File: src/rtl/riscv_pkg.sv
// Shared types and constants for the instruction fetch stage.
package riscv_pkg;

  localparam int          XLEN_DEF     = 32;
  localparam logic [31:0] RESET_PC_DEF = 32'h0000_0000;
  localparam logic [31:0] NOP_INSTR    = 32'h0000_0013;
  localparam logic [31:0] PC_STEP      = 32'd4;

  typedef enum logic [1:0] {
    FETCH = 2'd0,
    WAIT  = 2'd1,
    VALID = 2'd2,
    ERR   = 2'd3
  } fetch_state_t;

endpackage

File: src/rtl/fetch_unit_next_pc_sel.sv
// Next-PC priority mux (jalr > jal > branch > sequential) with word-alignment check.
module next_pc_sel
  import riscv_pkg::*;
#(
  parameter int XLEN = XLEN_DEF
) (
  input  logic [XLEN-1:0] pc,
  input  logic            br_taken,
  input  logic [XLEN-1:0] br_target,
  input  logic            jal_en,
  input  logic [XLEN-1:0] jal_target,
  input  logic            jalr_en,
  input  logic [XLEN-1:0] jalr_target,
  output logic [XLEN-1:0] next_pc,
  output logic            misaligned
);

  always_comb begin
    next_pc = pc + XLEN'(PC_STEP);
    if (jalr_en) begin
      // JALR discards bit 0 of the computed address before the alignment check.
      next_pc = jalr_target & ~XLEN'(1);
    end else if (jal_en) begin
      next_pc = jal_target;
    end else if (br_taken) begin
      next_pc = br_target;
    end
    misaligned = (next_pc[1:0] != 2'b00);
  end

endmodule

File: src/rtl/fetch_unit.sv
// Single-outstanding instruction fetch: PC register, imem handshake and decode-side valid/ready.
module fetch_unit
  import riscv_pkg::*;
#(
  parameter logic [31:0] RESET_PC = RESET_PC_DEF,
  parameter int          XLEN     = XLEN_DEF
) (
  input  logic            clk,
  input  logic            rst_n,
  output logic            imem_req,
  output logic [XLEN-1:0] imem_addr,
  input  logic            imem_ready,
  input  logic            imem_rvalid,
  input  logic [31:0]     imem_rdata,
  output logic            instr_valid,
  input  logic            instr_ready,
  output logic [31:0]     instr,
  output logic [XLEN-1:0] pc,
  input  logic            br_taken,
  input  logic [XLEN-1:0] br_target,
  input  logic            jal_en,
  input  logic [XLEN-1:0] jal_target,
  input  logic            jalr_en,
  input  logic [XLEN-1:0] jalr_target,
  output logic            misalign_err
);

  fetch_state_t    state_q, state_d;
  logic [XLEN-1:0] pc_q, pc_d;
  logic [31:0]     instr_q, instr_d;
  logic            instr_valid_q, instr_valid_d;
  logic            imem_req_q, imem_req_d;
  logic            misalign_err_q, misalign_err_d;

  logic [XLEN-1:0] next_pc;
  logic            next_misaligned;

  next_pc_sel #(.XLEN(XLEN)) u_next_pc_sel (
    .pc          (pc_q),
    .br_taken    (br_taken),
    .br_target   (br_target),
    .jal_en      (jal_en),
    .jal_target  (jal_target),
    .jalr_en     (jalr_en),
    .jalr_target (jalr_target),
    .next_pc     (next_pc),
    .misaligned  (next_misaligned)
  );

  always_comb begin
    // NOTE: every _d gets its hold value first so no path through the case infers a latch.
    state_d        = state_q;
    pc_d           = pc_q;
    instr_d        = instr_q;
    instr_valid_d  = instr_valid_q;
    imem_req_d     = imem_req_q;
    misalign_err_d = misalign_err_q;

    case (state_q)
      FETCH: begin
        // Request is registered, so the first cycle out of reset carries no request.
        if (imem_req_q && imem_ready) begin
          imem_req_d = 1'b0;
          state_d    = WAIT;
        end else begin
          imem_req_d = 1'b1;
        end
      end
      WAIT: begin
        if (imem_rvalid) begin
          instr_d       = imem_rdata;
          instr_valid_d = 1'b1;
          state_d       = VALID;
        end
      end
      VALID: begin
        if (instr_ready) begin
          instr_valid_d = 1'b0;
          if (next_misaligned) begin
            misalign_err_d = 1'b1;
            state_d        = ERR;
          end else begin
            pc_d       = next_pc;
            imem_req_d = 1'b1;
            state_d    = FETCH;
          end
        end
      end
      ERR: begin
        imem_req_d    = 1'b0;
        instr_valid_d = 1'b0;
      end
      default: state_d = FETCH;
    endcase
  end

  // NOTE: state is updated with non-blocking assignments so every flop samples pre-edge values.
  always_ff @(posedge clk or negedge rst_n) begin
    if (!rst_n) begin
      state_q        <= FETCH;
      pc_q           <= RESET_PC[XLEN-1:0];
      instr_q        <= NOP_INSTR;
      instr_valid_q  <= 1'b0;
      imem_req_q     <= 1'b0;
      misalign_err_q <= 1'b0;
    end else begin
      state_q        <= state_d;
      pc_q           <= pc_d;
      instr_q        <= instr_d;
      instr_valid_q  <= instr_valid_d;
      imem_req_q     <= imem_req_d;
      misalign_err_q <= misalign_err_d;
    end
  end

  assign imem_req     = imem_req_q;
  assign imem_addr    = pc_q;
  assign instr_valid  = instr_valid_q;
  assign instr        = instr_q;
  assign pc           = pc_q;
  assign misalign_err = misalign_err_q;

endmodule

File: config.mk
export PLATFORM = sky130hd
export DESIGN_NAME = fetch_unit
export DESIGN_NICKNAME = d
export VERILOG_FILES = /design/src/rtl/riscv_pkg.sv /design/src/rtl/fetch_unit_next_pc_sel.sv /design/src/rtl/fetch_unit.sv
export SDC_FILE = /design/constraint.sdc
export NUM_CORES = 1
export LEC_CHECK = 0
export CAP_MARGIN = 30
export CORE_MARGIN = 2
export CORE_UTILIZATION = 36
export DETAILED_ROUTE_END_ITERATION = 6
export HOLD_SLACK_MARGIN = 0.05
export PLACE_DENSITY = 0.78
export SYNTH_ARGS = -nofsm -noshare
export SYNTH_HDL_FRONTEND = slang
export SYNTH_SLANG_ARGS = --single-unit
File: constraint.sdc
create_clock -name clk -period 2 [get_ports clk]
set_clock_uncertainty 0.1 [all_clocks]
set_input_delay 0.4 -clock clk [delete_from_list [all_inputs] [get_ports clk]]
set_output_delay 0.4 -clock clk [all_outputs]
set_load 0.005 [all_outputs]
## Word level (Yosys, flattened, before mapping)

Index checks and enable logic that the tools add are counted.

- Magnitude comparators: 0
- Shift operators: 0
- Div/mod/pow operators: 0
- Muxes and demuxes: 15
- $add $sub $neg: 1
- Eq/ne operators: 7
- Bitwise operators: 1
- Multiply operators: 0
- Reduce and logical (&&, ||, !) cells: 12

Operator list:

| cell | number |
|---|---|
| 32-bit two-way mux | 3 |
| 32-bit by 3-bit adder with 32-bit output (second input constant) | 1 |
| 3-bit AND reduction | 4 |
| 3-bit nonzero test | 3 |
| 2-bit two-way mux | 4 |
| 2-bit inequality test (second input constant) | 4 |
| 1-bit one-hot mux with 3 select lines | 2 |
| 2-bit one-hot mux with 3 select lines | 1 |
| 1-bit two-way mux | 5 |
| 2-bit == test (second input constant) | 2 |
| 4-bit AND reduction | 1 |
| 2-bit by 1-bit == test with 1-bit output (second input constant) | 1 |
| 2-bit logical NOT | 1 |
| 2-bit AND reduction | 1 |
| 2-bit nonzero test | 1 |
| 1-bit logical AND | 1 |
| 1-bit inverter | 1 |

- Bits in writable memories: 0
- Memories: 0
- Input port bits: 136
- Bits in latches: 0
- Flip-flop bits (word level): 69
- Memory bits (read-only): 0
- Output and inout port bits: 99

## Logic depth before layout (Yosys ltp)

Gate-level depths: netlist (run 1).

- Depth after elaboration: 8
- Mapped depth: 9

## Hierarchy

A second synthesis (run 1) with hierarchy kept.

- Cells, all modules: 444
- Area, all modules: 4,486.8 um2

Modules (own cells, without submodules):

| module | cells each | area an instance (um2) | sequential area each (um2) | times used |
|---|---|---|---|---|
| fetch_unit | 199 | 2,974.1 | 1,730.4 | 1 |
| next_pc_sel | 245 | 1,512.7 | 0.0 | 1 |

## Worst setup path after synthesis (run 1)

Ideal clock, no wire load.

- Path kind: reg-to-reg
- Start: register state_q[0]
- End: register pc_q[24], in the netlist imem_addr[24]
- Stages on the path, launching flop included: 9
- Data required time: 1.831 ns
- Path slack: -0.095 ns
- Period minus slack after synthesis: 2.095 ns
- Arrival time: 1.926 ns
- Library setup time: 0.069 ns
- Path buffers: 2
- Cells stage by stage: dfrtp_1 > inv_1 > ha_1 > clkbuf_1 > nand2_1 > or2_1 > buf_6 > or4b_1 > nand3_1

- Word-level cells in the longest chain between the ends: 2

RTL lines:

| element | RTL line | RTL |
|---|---|---|
| start, declared | fetch_unit.sv:28 | `fetch_state_t state_q, state_d;` |
| start signal, assigned | fetch_unit.sv:107 | `state_q <= state_d;` |
| 2-bit == test | fetch_unit.sv:59 | `case (state_q)` |
| 3-bit AND reduction (no line) | -- |  |
| end signal, assigned | fetch_unit.sv:101 | `pc_q <= RESET_PC[XLEN-1:0];` |
| end signal, assigned | fetch_unit.sv:108 | `pc_q <= pc_d;` |
| end, declared | fetch_unit.sv:29 | `logic [XLEN-1:0] pc_q, pc_d;` |

No other way between the ends.
A chain may end at the register's enable or synchronous reset.

## Worst setup path in the final report (run 1)

- Start: register pc_q[0], in the netlist imem_addr[0]
- End: register pc_q[24], in the netlist imem_addr[24]

- Word-level cells in the longest chain between the ends: 7

RTL lines:

| element | RTL line | RTL |
|---|---|---|
| 32-bit by 3-bit adder with 32-bit output * | fetch_unit_next_pc_sel.sv:19 | `next_pc = pc + XLEN'(PC_STEP);` |
| 32-bit two-way mux * | fetch_unit_next_pc_sel.sv:25 | `end else if (br_taken) begin` |
| 32-bit two-way mux * | fetch_unit_next_pc_sel.sv:23 | `end else if (jal_en) begin` |
| 32-bit two-way mux * | fetch_unit_next_pc_sel.sv:20 | `if (jalr_en) begin` |
| 2-bit nonzero test | fetch_unit_next_pc_sel.sv:28 | `misaligned = (next_pc[1:0] != 2'b00);` |
| 1-bit inverter (no line) | -- |  |
| 3-bit AND reduction (no line) | -- |  |

Every way passes the cells marked *; elsewhere a longest branch is shown, timed or not.

==> results of run 1 <==
power groups by stage:
| stage | logic (mW) | clock network (mW) | registers (mW) |
|---|---|---|---|
| finish | 4.87 | 1.60 | 2.62 |
| global route | 5.26 | 1.69 | 2.72 |
| CTS | 4.80 | 1.64 | 2.60 |
| detailed placement | 4.78 | 0 | 2.60 |
| global placement | 4.68 | 0 | 2.55 |
| floorplan | 1.80 | 0 | 2.78 |
repair_timing:
item / 4_1_cts / 5_1_grt
gates cloned: 0 / 2
pin swaps: 5 / 11
setup endpoints to repair: 22 / 13
hold endpoints to repair: 12 / 0
hold buffers: 1 / 0
resized for setup: 6 / 28
setup buffers: 1 / 7
kinds of logic (layout without fill, tap and decap cells):
group / after synthesis / after routing
simple gates: 110 / 110
flops: 69 / 69
compound gates: 152 / 152
other cells: 0 / 1
buf+inv: 72 / 343
fa+ha+maj: 8 / 8
xor+xnor: 5 / 5
mux: 39 / 39
cells in the final DEF (no fill, tap or decap), types with 10 or more instances in the layout:
master / count
a221oi_1: 14
dfrtp_1: 66
buf_4: 70
nor2_1: 19
a21oi_1: 17
o21ai_0: 36
clkdlybuf4s50_1: 225
mux2_2: 32
nand2_1: 34
clkbuf_16: 10
flip-flops by register name, summed over array words and instances, names as in the netlist:
| name | flops |
|---|---|
| imem_req | 1 |
| instr | 32 |
| imem_addr | 32 |
| state_q | 2 |
| instr_valid | 1 |
| misalign_err | 1 |
layout make-up:
type / instances / area, µm²
Fill cell: 969 / 4270
Timing Repair Buffer: 317 / 3080
Multi-Input combinational cell: 314 / 2400
Sequential cell: 69 / 1730
Clock buffer: 10 / 239
Tap cell: 147 / 184
Clock inverter: 6 / 62.6
Inverter: 10 / 37.5
Antenna cell: 1 / 2.50
worst max-delay path: stages (launching register included):
cell	delay, ps
dfrtp_1	400
nor4_4	320
o41ai_4	120
or2_4	290
buf_12	140
or4b_4	510
nand3_2	80
synthesized netlist by cell type, types with 6 or more instances:
| master | count |
|---|---|
| a21oi_1 | 18 |
| a221oi_1 | 18 |
| buf_2 | 6 |
| buf_4 | 32 |
| clkbuf_1 | 18 |
| dfrtp_1 | 66 |
| ha_1 | 8 |
| inv_1 | 7 |
| mux2_2 | 33 |
| mux2i_1 | 6 |
| nand2_1 | 35 |
| nand2b_1 | 7 |
| nand3_1 | 10 |
| nand4_1 | 8 |
| nor2_1 | 20 |
| o21ai_0 | 41 |
| o22ai_1 | 7 |
| o31a_1 | 7 |
| o31ai_1 | 9 |
how the worst max path moves through the flow:
| stage | slack, ps | start | end | depth (start not counted) |
|---|---|---|---|---|
| floorplan | -10 | imem_addr[2]$_DFFE_PN0P_ | imem_addr[24]$_DFFE_PN0P_ | 6 |
| global placement | -490 | br_taken | imem_addr[24]$_DFFE_PN0P_ | 7 |
| detailed placement | -550 | br_taken | imem_addr[7]$_DFFE_PN0P_ | 7 |
| CTS | 10 | imem_addr[3]$_DFFE_PN0P_ | imem_addr[24]$_DFFE_PN0P_ | 8 |
| global route | -100 | imem_addr[0]$_DFFE_PN0P_ | imem_addr[24]$_DFFE_PN0P_ | 6 |
| finish | -30 | imem_addr[0]$_DFFE_PN0P_ | imem_addr[24]$_DFFE_PN0P_ | 6 |
routing by layer:
layer  GRT usage  up-vias
met5           0        -
met4      0.0835        2
met3      0.0937       29
met2       0.419      282
met1       0.285     2328
li1            -     2229
metrics by stage:
step            util  hold slack (ps)  cell area, µm²  instances
2_1_floorplan      -             4.41            4430        455
3_3_place_gp   0.598              250            7180        846
3_5_place_dp   0.598              253            7180        846
4_1_cts        0.625              395            7510        864
5_1_grt        0.644              409            7740        873
6_report       0.644              387            7740        874
==> results.sh, run 1 <==
export IMPL_status="complete, but fails checks"
export IMPL_violations="negative setup slack"
export IMPL_rows=40
export IMPL_drive_above_1_share=0.230
export IMPL_postSynthAreaPerCell_um2=9.70
export IMPL_synth_compound_area_frac=0.246
export IMPL_clkPwrFrac=0.176
export IMPL_core_um2=12000
export IMPL_min_to="misalign_err$_DFFE_PN0P_"
export IMPL_drt_iter0_markers=371
export IMPL_grt_pass1_wl_um=25500
export IMPL_cts_htree_levels=3
export IMPL_peakVddDrop_v=0.000876
export IMPL_synth_top_flop_cell="dfrtp_1"
export IMPL_hold_path_class="flop to flop"
export IMPL_initial_utilization=0.367
export IMPL_final_max_slew_viol_count=0
export IMPL_rrSetupSlack_ps=-30
export IMPL_clock_latency_ps=330
export IMPL_synth_area_um2=4410
export IMPL_rsz0062_at_grt="true"
export IMPL_synth_edf_count=0
export IMPL_synth_seq_cells=69
export IMPL_gr_total_overflow=0
export IMPL_wl_met3_um=1910
export IMPL_cts_tree="done"
export IMPL_area_delta_synth_final_pct=75.4
export IMPL_first_pass_iters=5
export IMPL_required_ps=2170
export IMPL_hold_path_cell_count=1
export IMPL_grt_total_usage=0.246
export IMPL_yosysTopAreaCellShare=0.374
export IMPL_p_seq_frac=0.289
export IMPL_p_per_area_nw_per_um2=1170
export IMPL_hold_violations=0
export IMPL_cp_max_fo=7
export IMPL_highest_layer="met5"
export IMPL_route_met2_wl_um=8050
export IMPL_drc_errors=0
export IMPL_gp_congestion=0.914
export IMPL_ys_seq_area_frac=0.392
export IMPL_timing_final_crit_period_ps=2030
export IMPL_drt_total_wl_um=16600
export IMPL_dieArea_um2=13200
export IMPL_yosysWarningCount=0
export IMPL_combPwrFrac=0.535
export IMPL_syn_nets=599
export IMPL_reg2reg_from="imem_addr[0]$_DFFE_PN0P_"
export IMPL_r2r_end="imem_addr[24]$_DFFE_PN0P_"
export IMPL_wl_met1_um=6310
export IMPL_endpoint_kind="flop"
export IMPL_power_switching_mw=2.94
export IMPL_pre_cts_ws_ps=-555
export IMPL_io_buffers=233
export IMPL_finalPower_mw=9.09
export IMPL_path_class="flop to flop"
export IMPL_synthAdderAreaFrac=0.0227
export IMPL_die_w_um=115
export IMPL_hold_start="misalign_err$_DFFE_PN0P_"
export IMPL_swShare=0.324
export IMPL_clock_sinks=69
export IMPL_synth_mux_area_frac=0.0978
export IMPL_synth_xor_area_frac=0.00992
export IMPL_crit_path_start_kind="flop"
export IMPL_slew_headroom=0.718
export IMPL_ys_types=64
export IMPL_period_share=1.02
export IMPL_synth_top_family_by_area="compound AO/OA/AOI/OAI gates"
export IMPL_synth_area_leader_cell="dfrtp_1"
export IMPL_cts_root_buf="clkbuf_16"
export IMPL_layout_setup_ws_ps=-33.3
export IMPL_fp_dieH_um=115
export IMPL_wl_per_cell_um=19.0
export IMPL_cp_data_arrival_time_ps=2200
export IMPL_drv_cap=0
export IMPL_ant_nets=0
export IMPL_setup_violations=1
export IMPL_hpwl_um=12800
export IMPL_fin_tns_setup_ps=-33.3
export IMPL_antenna_found_initial=1
export IMPL_fin_nets=865
export IMPL_worstMarginPinSlew_ps=423
export IMPL_io_pins=235
export IMPL_cts_inserted_buffers=9
export IMPL_synthSimpleGateAreaFrac=0.136
export IMPL_grt_pass1_vias=4985
export IMPL_fmax_ghz=0.492
export IMPL_synthCells=455
export IMPL_synthArstFlopShare=1.00
export IMPL_vias_per_cell=5.57
export IMPL_clk_pin_slew_ps=60
export IMPL_p_int_mw=6.15
export IMPL_synth_area_leaders="dfrtp_1 37%, mux2_2 8.4%, buf_4 5.4%"
export IMPL_vias=4870
export IMPL_p_leak_nw=3.19
export IMPL_rr_worst_depth=6
export IMPL_clockBufferDepth=2
export IMPL_grt_max_degree=34
Power figures use the tool's default switching activity.
==> run 2, diff against run 1 <==
SETUP_SLACK_MARGIN = 0.3   (was unset)
SLEW_MARGIN = 5   (was unset)
==> results.sh, run 2 (synthesis gave the netlist of run 1 again) <==
export IMPL_status="complete, but fails checks"
export IMPL_violations="design-rule violations"
export IMPL_grt_total_usage=0.267
export IMPL_period_share=0.998
export IMPL_worst_path_most_repeated_cell="buf_4"
export IMPL_drc_errors=2
export IMPL_slowest_delay_ps=430
export IMPL_dieArea_um2=13200
export IMPL_path_class="flop to flop"
export IMPL_clockBufferDepth=2
export IMPL_n_antenna_cell=0
export IMPL_finish_utilization=0.716
export IMPL_p_per_area_nw_per_um2=1160
export IMPL_fp_dieH_um=115
export IMPL_p_leak_nw=3.88
export IMPL_holdWs_ps=397
export IMPL_required_ps=2160
export IMPL_core_um2=12000
export IMPL_timing_final_crit_period_ps=2000
export IMPL_drt_iter0_markers=479
export IMPL_clock_latency_ps=340
export IMPL_hold_violations=0
export IMPL_grt_pass1_wl_um=27300
export IMPL_slew_headroom=0.719
export IMPL_cpMaxStageDelayCell="nor4_4"
export IMPL_drive_above_1_share=0.376
export IMPL_initial_utilization=0.367
export IMPL_drv_cap=0
export IMPL_drt_total_wl_um=19300
export IMPL_antenna_found_initial=0
export IMPL_rrSetupSlack_ps=5
export IMPL_gr_total_overflow=0
export IMPL_worstMarginPinSlew_ps=418
export IMPL_mostFrequentLayoutCell="clkdlybuf4s50_1"
export IMPL_cts_root_buf="clkbuf_16"
export IMPL_hpwl_um=12800
export IMPL_dp_cells=851
export IMPL_cp_cell_sequence="nand4_4 -> nor4_4 -> buf_4 -> nand3_2 -> buf_4 -> o31a_1 -> o21ai_2"
export IMPL_most_common_layout_cells="131 x clkdlybuf4s50_1, 88 x buf_4, 68 x dlygate4sd2_1"
export IMPL_clk_pin_slew_ps=60
export IMPL_clock_sinks=69
export IMPL_hold_path_class="flop to flop"
export IMPL_cts_tree="done"
export IMPL_gp_congestion=0.959
export IMPL_io_pins=235
export IMPL_setup_violations=0
export IMPL_crit_path_start_kind="flop"
export IMPL_vias_per_cell=5.74
export IMPL_peakVddDrop_v=0.000761
export IMPL_fmax_ghz=0.501
export IMPL_cp_max_fo=4
export IMPL_instances_no_fill=935
export IMPL_vias=5366
export IMPL_ant_nets=0
export IMPL_rsz0062_at_grt="true"
export IMPL_cp_data_arrival_time_ps=2160
export IMPL_fin_tns_setup_ps=0
export IMPL_wl_per_cell_um=20.7
export IMPL_path_buf_inv=2
export IMPL_crit_family="simple AND/OR/NAND/NOR gates"
export IMPL_io_buffers=233
export IMPL_cts_inserted_buffers=9
export IMPL_final_max_slew_viol_count=0
export IMPL_n_fill_cell=837
export IMPL_first_pass_iters=7
export IMPL_grt_max_degree=48
export IMPL_grt_pass1_vias=5353
export IMPL_rows=40
export IMPL_endpoint_kind="flop"
export IMPL_area_delta_synth_final_pct=95.0
export IMPL_die_w_um=115
export IMPL_fin_nets=927
export IMPL_cts_htree_levels=3
## run 2: cell count changes in the layout (fill, tap and decap cells not counted), moves of 5 or more
cell,before,now
clkdlybuf4s50_1,225,131
dlygate4sd2_1,3,68
buf_6,3,49
buf_4,70,88
o21ai_0,36,18
dlymetal6s2s_1,2,14
o21ai_2,0,10
clkbuf_2,1,8
nand2_1,34,27
a21oi_1,17,11
dfrtp_1,66,61
dfrtp_2,0,5
nand2_2,1,6
o21ai_1,5,10
## run 2: worst reg2reg max path, stage by stage (launching register included)
cell and delay (ps):
dfrtp_1 410, nand4_4 150, nor4_4 430, buf_4 210, nand3_2 90, buf_4 140, o31a_1 260, o21ai_2 130
## run 2: cell type report
cell class | count | area (µm²) | share of cell area
multi-input cells | 314 | 2710 | 0.315
well taps | 147 | 184 | 0.0214
clock inverters | 4 | 47.5 | 0.00553
flip-flops and latches | 69 | 1740 | 0.202
repair buffers | 379 | 3630 | 0.422
inverters | 10 | 41.3 | 0.00480
clock buffers | 12 | 256 | 0.0298
## run 2: final timing paths
kind / from / to / cells past startpoint
worst max-delay path: imem_addr[10]$_DFFE_PN0P_ / imem_addr[25]$_DFFE_PN0P_ / 7
worst min-delay path: instr[3]$_DFFE_PN0P_ / instr[3]$_DFFE_PN0P_ / 1
worst max register to register: imem_addr[10]$_DFFE_PN0P_ / imem_addr[25]$_DFFE_PN0P_ / 7
worst min register to register: instr[3]$_DFFE_PN0P_ / instr[3]$_DFFE_PN0P_ / 1
max in group asynchronous: rst_n / imem_addr[29]$_DFFE_PN0P_ / 3
min in group asynchronous: rst_n / imem_addr[8]$_DFFE_PN0P_ / 3
## run 2: what timing repair did
item,4_1_cts,5_1_grt
cloned,2,3
hold buffers,1,0
pin swaps,23,19
setup buffers,46,16
endpoints found under the hold margin,66,0
resized for setup,159,118
setup endpoints to repair,154,92
## run 2: through the flow
stage	power, mW	instance area [µm²]	setup WS, ps
2_1_floorplan	4.65	4540	-13.7
3_3_place_gp	7.26	7240	-510
3_5_place_dp	7.42	7240	-545
4_1_cts	9.33	8070	37.0
5_1_grt	10.5	8600	-55.6
6_report	9.97	8600	4.52
## run 2: metal layers
| layer | up-vias | part of all wire | global-route usage | wire [µm] |
|---|---|---|---|---|
| met5 | - | 0 | 0 | 0 |
| met4 | 0 | 0.032 | 0.101 | 619 |
| met3 | 70 | 0.11 | 0.0948 | 2180 |
| met2 | 361 | 0.50 | 0.466 | 9630 |
| met1 | 2573 | 0.36 | 0.300 | 6890 |
| li1 | 2362 | - | - | - |
## run 2: power by group
part / switching (mW) / internal, mW / total [mW]
registers: 0.494 / 2.11 / 2.61
logic: 2.32 / 3.39 / 5.71
clock network: 0.626 / 1.03 / 1.66
==> run 3, diff against run 2 <==
ABC_CLOCK_PERIOD_IN_PS = 1800   (was unset)
CTS_CLUSTER_DIAMETER = 80   (was unset)
clock period = 1.8 ns   (was 2 ns; I/O delays follow)
==> results.sh, run 3 (synthesis gave the netlist of run 1 again) <==
export IMPL_path_class="flop to flop"
export IMPL_status="complete, but fails checks"
export IMPL_gp_congestion=0.907
export IMPL_initial_utilization=0.367
export IMPL_final_max_slew_viol_count=0
export IMPL_holdWs_ps=407
export IMPL_placed_area_um2=7310
export IMPL_clock_sinks=69
export IMPL_grt_max_degree=39
export IMPL_first_pass_iters=6
export IMPL_slew_headroom=0.646
export IMPL_mostFrequentLayoutCell="buf_6"
export IMPL_rows=40
export IMPL_layout_setup_ws_ps=-281
export IMPL_gr_total_overflow=0
export IMPL_antenna_found_initial=0
export IMPL_cp_data_arrival_time_ps=2250
export IMPL_grt_total_usage=0.308
export IMPL_fmax_ghz=0.481
export IMPL_hold_violations=0
export IMPL_most_common_layout_cells="128 x buf_6, 126 x clkdlybuf4s50_1, 84 x buf_4"
export IMPL_finalPower_mw=13.0
export IMPL_drv_cap=0
export IMPL_vias=5840
export IMPL_cts_htree_levels=3
export IMPL_clockBufferDepth=2
export IMPL_worstMarginPinSlew_ps=531
export IMPL_p_leak_nw=4.20
export IMPL_setup_violations=29
export IMPL_cp_max_fo=4
export IMPL_rsz0062_at_grt="true"
export IMPL_drc_errors=0
export IMPL_drt_iter0_markers=612
export IMPL_grt_pass1_wl_um=31300
export IMPL_cts_tree="done"
export IMPL_regArea_um2=1730
export IMPL_ant_nets=0
export IMPL_cts_root_buf="clkbuf_16"
export IMPL_hold_path_class="flop to flop"
export IMPL_peakVddDrop_v=0.000887
export IMPL_violations="negative setup slack"
export IMPL_die_w_um=115
export IMPL_final_cell_area_um2=9340
export IMPL_io_buffers=233
export IMPL_n_antenna_cell=0
export IMPL_n_fill_cell=695
export IMPL_crit_path_start_kind="flop"
export IMPL_timing_final_crit_period_ps=2080
export IMPL_hpwl_um=12700
export IMPL_dieArea_um2=13200
export IMPL_dp_cells=862
export IMPL_clk_pin_slew_ps=70
export IMPL_wl_per_cell_um=23.5
export IMPL_wl_met1_um=8140
export IMPL_clock_latency_ps=340
export IMPL_endpoint_kind="flop"
export IMPL_io_pins=235
export IMPL_route_met2_wl_um=11300
export IMPL_fin_nets=965
export IMPL_drive_above_1_share=0.460
export IMPL_fin_tns_setup_ps=-5180
export IMPL_wl_met3_um=2020
export IMPL_vias_per_cell=6.00
export IMPL_core_um2=12000
export IMPL_multi_input_area_um2=2910
export IMPL_area_delta_synth_final_pct=112
export IMPL_highest_layer="met4"
export IMPL_cts_inserted_buffers=9
export IMPL_required_ps=1970
export IMPL_instances_no_fill=973
export IMPL_period_share=1.16
export IMPL_drt_total_wl_um=22900
export IMPL_grt_pass1_vias=5852
export IMPL_p_per_area_nw_per_um2=1390
export IMPL_fp_dieH_um=115
==> run 3: changes by cell type in the layout (fill, tap and decap cells not counted), sizes merged <==
cell	before	now
dlygate4sd2	68	40
buf	152	237
clkinvlp	2	1
clkdlybuf4s15	3	5
clkbuf	22	15
inv	6	11
clkdlybuf4s50	131	126
bufinv	1	0
dlymetal6s2s	14	2
==> run 3: where the power goes <==
part	switching, mW	internal [mW]
logic	3.25	5.09
registers	0.599	2.34
clock network	0.786	0.963
total	4.64	8.39
==> run 3: metrics by stage <==
step,util,setup WS (ps)
floorplan,-,-195
global placement,0.608,-585
detailed placement,0.608,-623
CTS,0.727,-152
global route,0.778,-294
finish,0.778,-281
==> run 3: path summary, 6_finish.rpt <==
path,start,slack [ps],depth (start not counted),to
max in group asynchronous,rst_n,570,3,instr[20]$_DFFE_PN0P_
min reg2reg,instr[26]$_DFFE_PN0P_,410,1,instr[26]$_DFFE_PN0P_
min in group asynchronous,rst_n,460,2,imem_addr[9]$_DFFE_PN0P_
max,imem_addr[13]$_DFFE_PN0P_,-280,7,imem_addr[31]$_DFFE_PN0P_
max reg2reg,imem_addr[13]$_DFFE_PN0P_,-280,7,imem_addr[31]$_DFFE_PN0P_
min,instr[26]$_DFFE_PN0P_,410,1,instr[26]$_DFFE_PN0P_
==> run 3: area by class of cell <==
cell class,instances,share of cell area
Sequential cell,69,0.186
Clock buffer,9,0.0241
Tap cell,147,0.0197
Clock inverter,7,0.00670
Inverter,10,0.00455
Multi-Input combinational cell,314,0.312
Timing Repair Buffer,417,0.447
==> run 3: per-layer routing <==
metal  GRT usage  vias to the layer above
met5           0                        -
met4       0.170                        0
met3      0.0895                      131
met2       0.522                      435
met1       0.350                     2836
li1            -                     2438
==> run 3: worst max-delay path: stages (launching register included) <==
cell	delay, ps
dfrtp_1	380
nand4_1	270
nor4_4	470
buf_4	220
buf_6	130
nand3_2	70
o31a_1	240
o21ai_1	130
==> run 3: repair_timing <==
action	4_1_cts	5_1_grt
endpoints found under the hold margin	33	0
setup buffers	70	18
hold buffers	1	0
setup endpoints to repair	168	123
cloned	5	1
gates resized for setup	442	112
pin swaps	31	33
